<file path="src/rtl/amb_surucu_pkg.sv">
// Shared ALU operation codes and default widths for the execute stage.
// Every block that talks to the ALU imports these instead of keeping its own copy.
package amb_surucu_pkg;

    localparam int VERI_BIT_VARSAYILAN  = 32;
    localparam int ADR_BIT_VARSAYILAN   = 5;
    localparam int SAYAC_BIT_VARSAYILAN = 32;

    typedef enum logic [3:0] {
        AMB_TOPLAMA = 4'd0,
        AMB_CIKARMA = 4'd1,
        AMB_XOR     = 4'd2,
        AMB_OR      = 4'd3,
        AMB_AND     = 4'd4,
        AMB_SLL     = 4'd5,
        AMB_SRL     = 4'd6,
        AMB_SRA     = 4'd7,
        AMB_SLT     = 4'd8,
        AMB_SLTU    = 4'd9,
        AMB_GECIR   = 4'd10
    } amb_kod_e;

    // Codes 11..15 are unassigned; an op carrying one is reported as an error.
    function automatic logic kontrol_tanimli(input logic [3:0] kontrol);
        case (kontrol)
            AMB_TOPLAMA, AMB_CIKARMA, AMB_XOR, AMB_OR, AMB_AND,
            AMB_SLL, AMB_SRL, AMB_SRA, AMB_SLT, AMB_SLTU, AMB_GECIR: return 1'b1;
            default: return 1'b0;
        endcase
    endfunction

endpackage

</file>
<file path="src/rtl/amb_islenen_secici.sv">
// Combinational operand selection for the ALU: register/PC for deger1, register/immediate for deger2.
// With AMB_GERI_BESLEME_EN defined, a register operand matching the pending result's destination takes sonuc instead.
module amb_islenen_secici
    import amb_surucu_pkg::*;
#(
    parameter int VERI_BIT = VERI_BIT_VARSAYILAN,
    parameter int ADR_BIT  = ADR_BIT_VARSAYILAN
) (
    input  logic                gecerli_i,
    input  logic                deger1_sec_i,
    input  logic                deger2_sec_i,
    input  logic [VERI_BIT-1:0] kaynak1_i,
    input  logic [VERI_BIT-1:0] kaynak2_i,
    input  logic [ADR_BIT-1:0]  kaynak1_adr_i,
    input  logic [ADR_BIT-1:0]  kaynak2_adr_i,
    input  logic [VERI_BIT-1:0] ps_i,
    input  logic [VERI_BIT-1:0] anlik_i,
    input  logic                sonuc_gecerli_i,
    input  logic [ADR_BIT-1:0]  sonuc_hedef_i,
    input  logic [VERI_BIT-1:0] sonuc_i,
    output logic [VERI_BIT-1:0] deger1_o,
    output logic [VERI_BIT-1:0] deger2_o
);

    logic [VERI_BIT-1:0] islenen1;
    logic [VERI_BIT-1:0] islenen2;

`ifdef AMB_GERI_BESLEME_EN
    logic atla1;
    logic atla2;

    // x0 is hard-wired zero, so a result aimed at it is never forwarded.
    assign atla1 = sonuc_gecerli_i && (sonuc_hedef_i != '0) && (kaynak1_adr_i == sonuc_hedef_i);
    assign atla2 = sonuc_gecerli_i && (sonuc_hedef_i != '0) && (kaynak2_adr_i == sonuc_hedef_i);
    assign islenen1 = atla1 ? sonuc_i : kaynak1_i;
    assign islenen2 = atla2 ? sonuc_i : kaynak2_i;
`else
    logic unused_geri_besleme;

    assign unused_geri_besleme = ^{sonuc_gecerli_i, sonuc_hedef_i, sonuc_i, kaynak1_adr_i, kaynak2_adr_i};
    assign islenen1 = kaynak1_i;
    assign islenen2 = kaynak2_i;
`endif

    always_comb begin
        deger1_o = '0;
        deger2_o = '0;
        if (gecerli_i) begin
            deger1_o = deger1_sec_i ? ps_i    : islenen1;
            deger2_o = deger2_sec_i ? anlik_i : islenen2;
        end
    end

endmodule

</file>
<file path="src/rtl/amb_surucu.sv">
// Execute-stage issue block: issue register -> external combinational ALU -> result register, valid/ready both sides.
// Optional result forwarding into the operand mux is enabled with AMB_GERI_BESLEME_EN.
module amb_surucu
    import amb_surucu_pkg::*;
#(
    parameter int VERI_BIT  = VERI_BIT_VARSAYILAN,
    parameter int ADR_BIT   = ADR_BIT_VARSAYILAN,
    parameter int SAYAC_BIT = SAYAC_BIT_VARSAYILAN
) (
    input  logic                 clk_i,
    input  logic                 rst_ni,
    input  logic                 temizle_i,
    input  logic                 gecerli_i,
    output logic                 hazir_o,
    input  logic [3:0]           kontrol_i,
    input  logic [VERI_BIT-1:0]  kaynak1_i,
    input  logic [ADR_BIT-1:0]   kaynak1_adr_i,
    input  logic [VERI_BIT-1:0]  kaynak2_i,
    input  logic [ADR_BIT-1:0]   kaynak2_adr_i,
    input  logic [VERI_BIT-1:0]  anlik_i,
    input  logic [VERI_BIT-1:0]  ps_i,
    input  logic                 deger1_sec_i,
    input  logic                 deger2_sec_i,
    input  logic [ADR_BIT-1:0]   hedef_adr_i,
    output logic [3:0]           amb_kontrol_o,
    output logic [VERI_BIT-1:0]  amb_deger1_o,
    output logic [VERI_BIT-1:0]  amb_deger2_o,
    input  logic [VERI_BIT-1:0]  amb_sonuc_i,
    output logic                 sonuc_gecerli_o,
    input  logic                 sonuc_hazir_i,
    output logic [VERI_BIT-1:0]  sonuc_o,
    output logic [ADR_BIT-1:0]   sonuc_hedef_o,
    output logic                 sonuc_hata_o,
    output logic [SAYAC_BIT-1:0] islem_sayisi_o
);

    logic                 s1_gecerli_d,  s1_gecerli_q;
    logic [3:0]           kontrol_d,     kontrol_q;
    logic [VERI_BIT-1:0]  kaynak1_d,     kaynak1_q;
    logic [VERI_BIT-1:0]  kaynak2_d,     kaynak2_q;
    logic [ADR_BIT-1:0]   kaynak1_adr_d, kaynak1_adr_q;
    logic [ADR_BIT-1:0]   kaynak2_adr_d, kaynak2_adr_q;
    logic [VERI_BIT-1:0]  anlik_d,       anlik_q;
    logic [VERI_BIT-1:0]  ps_d,          ps_q;
    logic                 deger1_sec_d,  deger1_sec_q;
    logic                 deger2_sec_d,  deger2_sec_q;
    logic [ADR_BIT-1:0]   hedef_d,       hedef_q;

    logic                 sonuc_gecerli_d, sonuc_gecerli_q;
    logic [VERI_BIT-1:0]  sonuc_d,         sonuc_q;
    logic [ADR_BIT-1:0]   sonuc_hedef_d,   sonuc_hedef_q;
    logic                 sonuc_hata_d,    sonuc_hata_q;
    logic [SAYAC_BIT-1:0] sayac_d,         sayac_q;

    logic ilerle;
    logic giris_al;
    logic cikis_al;
    logic hata;

    // Stage 1 may move forward whenever the result slot is empty or being drained this cycle.
    assign ilerle   = s1_gecerli_q & (~sonuc_gecerli_q | sonuc_hazir_i);
    assign hazir_o  = ~s1_gecerli_q | ilerle;
    assign giris_al = gecerli_i & hazir_o;
    assign cikis_al = sonuc_gecerli_q & sonuc_hazir_i;
    assign hata     = ~kontrol_tanimli(kontrol_q);

    assign amb_kontrol_o = s1_gecerli_q ? kontrol_q : AMB_GECIR;

    amb_islenen_secici #(
        .VERI_BIT (VERI_BIT),
        .ADR_BIT  (ADR_BIT)
    ) u_secici (
        .gecerli_i       (s1_gecerli_q),
        .deger1_sec_i    (deger1_sec_q),
        .deger2_sec_i    (deger2_sec_q),
        .kaynak1_i       (kaynak1_q),
        .kaynak2_i       (kaynak2_q),
        .kaynak1_adr_i   (kaynak1_adr_q),
        .kaynak2_adr_i   (kaynak2_adr_q),
        .ps_i            (ps_q),
        .anlik_i         (anlik_q),
        .sonuc_gecerli_i (sonuc_gecerli_q),
        .sonuc_hedef_i   (sonuc_hedef_q),
        .sonuc_i         (sonuc_q),
        .deger1_o        (amb_deger1_o),
        .deger2_o        (amb_deger2_o)
    );

    always_comb begin
        s1_gecerli_d    = s1_gecerli_q;
        kontrol_d       = kontrol_q;
        kaynak1_d       = kaynak1_q;
        kaynak2_d       = kaynak2_q;
        kaynak1_adr_d   = kaynak1_adr_q;
        kaynak2_adr_d   = kaynak2_adr_q;
        anlik_d         = anlik_q;
        ps_d            = ps_q;
        deger1_sec_d    = deger1_sec_q;
        deger2_sec_d    = deger2_sec_q;
        hedef_d         = hedef_q;
        sonuc_gecerli_d = sonuc_gecerli_q;
        sonuc_d         = sonuc_q;
        sonuc_hedef_d   = sonuc_hedef_q;
        sonuc_hata_d    = sonuc_hata_q;
        sayac_d         = sayac_q;

        if (giris_al) begin
            s1_gecerli_d  = 1'b1;
            kontrol_d     = kontrol_i;
            kaynak1_d     = kaynak1_i;
            kaynak2_d     = kaynak2_i;
            kaynak1_adr_d = kaynak1_adr_i;
            kaynak2_adr_d = kaynak2_adr_i;
            anlik_d       = anlik_i;
            ps_d          = ps_i;
            deger1_sec_d  = deger1_sec_i;
            deger2_sec_d  = deger2_sec_i;
            hedef_d       = hedef_adr_i;
        end else if (ilerle) begin
            s1_gecerli_d = 1'b0;
        end

        // A new result replaces a drained one in the same cycle, so valid stays high with no bubble.
        if (ilerle) begin
            sonuc_gecerli_d = 1'b1;
            sonuc_d         = hata ? '0 : amb_sonuc_i;
            sonuc_hedef_d   = hedef_q;
            sonuc_hata_d    = hata;
        end else if (cikis_al) begin
            sonuc_gecerli_d = 1'b0;
        end

        if (cikis_al) begin
            sayac_d = sayac_q + SAYAC_BIT'(1);
        end

        if (temizle_i) begin
            s1_gecerli_d    = 1'b0;
            sonuc_gecerli_d = 1'b0;
        end
    end

    always_ff @(posedge clk_i or negedge rst_ni) begin
        if (!rst_ni) begin
            s1_gecerli_q    <= 1'b0;
            kontrol_q       <= '0;
            kaynak1_q       <= '0;
            kaynak2_q       <= '0;
            kaynak1_adr_q   <= '0;
            kaynak2_adr_q   <= '0;
            anlik_q         <= '0;
            ps_q            <= '0;
            deger1_sec_q    <= 1'b0;
            deger2_sec_q    <= 1'b0;
            hedef_q         <= '0;
            sonuc_gecerli_q <= 1'b0;
            sonuc_q         <= '0;
            sonuc_hedef_q   <= '0;
            sonuc_hata_q    <= 1'b0;
            sayac_q         <= '0;
        end else begin
            s1_gecerli_q    <= s1_gecerli_d;
            kontrol_q       <= kontrol_d;
            kaynak1_q       <= kaynak1_d;
            kaynak2_q       <= kaynak2_d;
            kaynak1_adr_q   <= kaynak1_adr_d;
            kaynak2_adr_q   <= kaynak2_adr_d;
            anlik_q         <= anlik_d;
            ps_q            <= ps_d;
            deger1_sec_q    <= deger1_sec_d;
            deger2_sec_q    <= deger2_sec_d;
            hedef_q         <= hedef_d;
            sonuc_gecerli_q <= sonuc_gecerli_d;
            sonuc_q         <= sonuc_d;
            sonuc_hedef_q   <= sonuc_hedef_d;
            sonuc_hata_q    <= sonuc_hata_d;
            sayac_q         <= sayac_d;
        end
    end

    assign sonuc_gecerli_o = sonuc_gecerli_q;
    assign sonuc_o         = sonuc_q;
    assign sonuc_hedef_o   = sonuc_hedef_q;
    assign sonuc_hata_o    = sonuc_hata_q;
    assign islem_sayisi_o  = sayac_q;

endmodule
</file>
<file path="config.mk">
export PLATFORM = sky130hd
export DESIGN_NAME = amb_surucu
export DESIGN_NICKNAME = d
export VERILOG_FILES = /design/src/rtl/amb_surucu_pkg.sv /design/src/rtl/amb_islenen_secici.sv /design/src/rtl/amb_surucu.sv
export SDC_FILE = /design/constraint.sdc
export NUM_CORES = 1
export LEC_CHECK = 0
export BUFFER_PORTS_ARGS = -buffer_cell sky130_fd_sc_hd__buf_2
export CAP_MARGIN = 20
export CORE_MARGIN = 2
export CORE_UTILIZATION = 51
export DETAILED_ROUTE_END_ITERATION = 8
export HOLD_SLACK_MARGIN = 0.02
export PLACE_DENSITY = 0.81
export SETUP_SLACK_MARGIN = 0.4
export SYNTH_ARGS = -nofsm -noshare
export SYNTH_HDL_FRONTEND = slang
export SYNTH_HIERARCHICAL = 1
export SYNTH_SLANG_ARGS = --single-unit
</file>
<file path="constraint.sdc">
create_clock -name clk_i -period 2 [get_ports clk_i]
set_input_delay 0.2 -clock clk_i [delete_from_list [all_inputs] [get_ports clk_i]]
set_output_delay 0.2 -clock clk_i [all_outputs]
set_load 0.01 [all_outputs]
</file>
# Word level (Yosys, flattened, before mapping)
# Memory sizes are Yosys's and may differ from the RTL's.
# Index checks and enable logic that the tools add are counted.
[word_totals]
register_bits = 211
rom_bits = 16
inputBits = 186
out_inout_bits = 140
memories = 1
[mem_list]
columns = ["memory", "words", "word_bits", "read_ports", "rd_clocked_by_memory_dff", "write_ports", "line", "source"]
rows = [
  ["(name not given)", 16, 1, 1, 0, 0, "amb_surucu_pkg.sv:25", "case (kontrol)"],
]
[op_classes]
addsub = 1
n_mux = 12
bitwise_logic = 8
n_reduce_logical = 2
[ops]
columns = ["op", "n"]
rows = [
  ["32-bit two-way mux", 5],
  ["32-bit by 1-bit adder with 32-bit output (second input constant)", 1],
  ["1-bit two-way mux", 6],
  ["3-bit nonzero test", 2],
  ["4-bit two-way mux", 1],
  ["1-bit bitwise AND", 3],
  ["1-bit inverter", 3],
  ["1-bit OR", 2],
]

# Longest topological paths before layout
[depth]
depth_word = 7
ltp_mapped = 6
depth_no_buf = 6

# By module
# The synthesis kept the hierarchy.
[modules_own_cells]
columns = ["mod", "instances", "cells_per_inst", "area_per_inst_um2", "seq_area_each_um2"]
rows = [
  ["amb_surucu", 1, 535, 8378.0, 5530.3],
  ["amb_islenen_secici", 1, 143, 1213.7, 0.0],
]

# Least setup slack after synthesis
# Ideal clock, no wire load.
[synth_path]
kind = "reg-to-reg"
from = "register sayac_q[0], in the netlist islem_sayisi_o[0]"
to = "register sayac_q[26], in the netlist islem_sayisi_o[26]"
setup_ps = 126
arrival_ps = 1680
slack_ps = 195
path_stages_with_launch = 7
cell_sequence = "dfrtp_1 -> ha_1 -> nand4_1 -> nor4b_4 -> and3_1 -> nand3_1 -> xnor2_1"
[synth_via]
elab_chain_len = 1
[synth_lines]
columns = ["element", "line", "source"]
rows = [
  ["from (decl)", "amb_surucu.sv:53", "logic [SAYAC_BIT-1:0] sayac_d, sayac_q;"],
  ["from (signal assigned)", "amb_surucu.sv:177", "sayac_q <= sayac_d;"],
  ["32-bit by 1-bit adder with 32-bit output", "amb_surucu.sv:134", "sayac_d = sayac_q + SAYAC_BIT'(1);"],
]
# No other way between the ends.
# A chain may end at the register's enable or synchronous reset.

# Final worst setup path
[layout_path]
from = "register deger1_sec_q"
to = "output amb_deger1_o[19]"
[layout_via]
elab_chain_len = 2
[layout_lines]
columns = ["element", "line", "source"]
rows = [
  ["from (decl)", "amb_surucu.sv:45", "logic deger1_sec_d, deger1_sec_q;"],
  ["from (signal assigned)", "amb_surucu.sv:170", "deger1_sec_q <= deger1_sec_d;"],
  ["32-bit two-way mux", "amb_islenen_secici.sv:49", "deger1_o = deger1_sec_i ? ps_i : islenen1;"],
  ["32-bit two-way mux", "amb_islenen_secici.sv:48", "if (gecerli_i) begin"],
  ["to (decl)", "amb_surucu.sv:26", "output logic [VERI_BIT-1:0] amb_deger1_o,"],
]
# No other way between the ends.

==> run metrics <==
area growth from synthesis to layout=62.1%; Cells after Synth=between 600 and 700; Max Cap Violations=0; Num CTS Buffers=23; Final Setup Violations=0; Layout Skew=between 0.01 and 0.015 ns; CP required=1.80 ns; chip height=about 140 microns; Detailed Place HPWL=approximately 15,000 microns; total grt overflow=0; hold path cells=3; post-synthesis cell area=9230 sq um; unrepaired setup endpoints after global routing=true; Final Max Tran Viols=0; RR Endpoint=islem_sayisi_o[26]$_DFFE_PN0P_; DRC=0; setup TNS=0 ns; core area=~18,000 sq um; Initial Utilization=0.517; vias in the first global route=8,438; yosys warns=6; die area=19,200 sq um; Fin. Hold Viols=0; WHS=between 0.15 and 0.2 ns; R2R Setup Slk=between 0.2 and 0.25 ns; worst path cell trace=buf_12 > buf_16 > mux2i_1 > nor2b_1 > buf_2; router iterations before antenna repair=4; CTS root buffer=clkbuf_16; final core utilization=0.839; FMAX=between 0.5 and 0.6 GHz; Avg WL per Cell=around 24 microns; CTS tree=built; row cnt=roughly 50; syn_nets=845; worst setup path class=flop to output pin; final worst path period need=between 1.5 and 2 ns; Final nets=between 1,000 and 1,500; largest net degree at the start of global routing=between 50 and 60; num ports=around 330; syn_area_per_cell=~14 sq um; first-pass GRT wire length=between 40,000 and 50,000 microns; initial antenna violation count=5; HP Class=primary input to flop; final wirelength=34,200 microns; status=complete, no violations; fin crit share=0.975; Total GRT Usage=0.295; GP Congestion=around 0.87; Vias/cell=5.54; CP arrival=~1.8 ns; reg2reg start=islem_sayisi_o[1]$_DFFE_PN0P_; worst skew pair latency=between 0.5 and 0.6 ns; # clock sinks=211; Leak Pwr=roughly 7.6 nW; Hold Path End=islem_sayisi_o[0]$_DFFE_PN0P_; share of layout cells above drive strength 1=0.499; Cell Pwr Density=803 nW/um^2; DRT iter0 DRCs=between 300 and 400; peak supply drop=0.730 mV; Reg clk slew, reported paths=roughly 0.060 ns; number of H-tree levels=1; Die W=approximately 140 microns; Crit. End Element=output pin; Worst Tran Pin Value=~0.49 ns; count of input and output buffers=315; slowest CP cell=dfrtp_2; clock buffer depth=3; post-detailed-route count of antenna-violating nets=0; Largest stage delay, worst path=roughly 0.45 ns; crit-path max FO=6; Setup crit start=deger1_sec_q$_DFFE_PN0P_; Rel. slew slack=0.676; total design power=12.0 mW; Critical Path Start Type=flop; Buf/Inv on CP=3; critical path's top delay family=buffers and inverters; R2R depth=6; worst hold start=sonuc_hazir_i; routed vias=between 8,000 and 9,000
layer usage:
layer | vias up | GRT usage | routed length, microns | share of wire
li1 | 3416 | - | - | -
met1 | 4083 | 0.332 | 12500 | 0.36
met2 | 416 | 0.542 | 18200 | 0.53
met3 | 125 | 0.0547 | 1940 | 0.057
met4 | 0 | 0.137 | 1550 | 0.045
met5 | - | 0 | 0 | 0
per-stage QoR:
step	worst slack (ns)	instance area, sq um	instances
floorplan	0.252	9290	658
global placement	0.340	11100	1190
detailed placement	0.309	11100	1190
CTS	0.144	13800	1419
global route	0.0149	15000	1452
finish	0.0496	15000	1452
area by class of cell:
class                   count  area [sq um]
diodes                      3          7.51
clock buffers              36           684
clock inverters             6          41.3
fillers                   836          2880
inverters                   3          11.3
multi-input cells         410          4270
flip-flops and latches    211          5290
well taps                 229           287
repair buffers            554          4360
registers in the layout, summed over array words and instances (netlist names), 4 cells and up:
signal / cells
ps_q: 32
kaynak1_q: 32
islem_sayisi_o: 32
sonuc_hedef_o: 5
anlik_q: 32
hedef_q: 5
kontrol_q: 4
sonuc_o: 32
kaynak2_q: 32
worst max-delay path by stage:
stage / endpoint / depth (start not counted)
floorplan: islem_sayisi_o[26]$_DFFE_PN0P_ / 6
global placement: islem_sayisi_o[26]$_DFFE_PN0P_ / 6
detailed placement: hedef_q[2]$_DFFE_PN0P_ / 5
CTS: amb_deger2_o[22] / 4
global route: amb_deger2_o[5] / 4
finish: amb_deger1_o[19] / 5
report_power, final:
part           internal, mW  total, mW  switching [mW]  leakage (nW)
logic                  1.57       2.74            1.17          4.66
registers              4.75       5.12           0.370          2.55
clock network          2.36       4.15            1.79         0.359
total                  8.68       12.0            3.33          7.58
worst reg2reg max path, stage by stage, from the launching register on:
cell,delay [ns]
dfrtp_1,0.39
ha_2,0.20
nand4_1,0.21
nor4b_4,0.32
and3_4,0.29
nand3_2,0.09
xnor2_1,0.20
placed cells by master, fill, tap and decap left out, types with 2 or more instances in the layout:
| master | n |
|---|---|
| nand2_1 | 8 |
| and3_1 | 7 |
| nand2b_4 | 2 |
| clkinv_2 | 3 |
| buf_16 | 3 |
| mux2_4 | 104 |
| nor2_1 | 8 |
| nor3_2 | 2 |
| xor2_1 | 9 |
| clkbuf_16 | 33 |
| nand2_8 | 5 |
| diode_2 | 3 |
| a21oi_1 | 2 |
| buf_8 | 8 |
| buf_2 | 310 |
| nand2_2 | 3 |
| dfrtp_1 | 203 |
| buf_4 | 21 |
| buf_12 | 16 |
| nand3_1 | 4 |
| nand3_2 | 7 |
| dfrtp_2 | 7 |
| nand4_1 | 5 |
| xnor2_1 | 21 |
| buf_6 | 12 |
| inv_1 | 3 |
| clkinv_4 | 2 |
| dlygate4sd3_1 | 173 |
| mux2i_2 | 4 |
| clkbuf_1 | 7 |
| mux2i_1 | 60 |
| nand2_4 | 2 |
| and2_1 | 2 |
| clkbuf_8 | 7 |
| a22o_1 | 32 |
| nor2b_1 | 64 |
| mux2_2 | 41 |
timing repair:
item | in CTS | in global routing
gates cloned | 5 | 16
hold buffers | 173 | 0
setup buffers | 9 | 14
gates resized for setup | 13 | 172
endpoints found under the hold margin | 223 | 0
pin swaps | 7 | 13
setup endpoints to repair | 197 | 208
(Power assumes the default switching activity.)
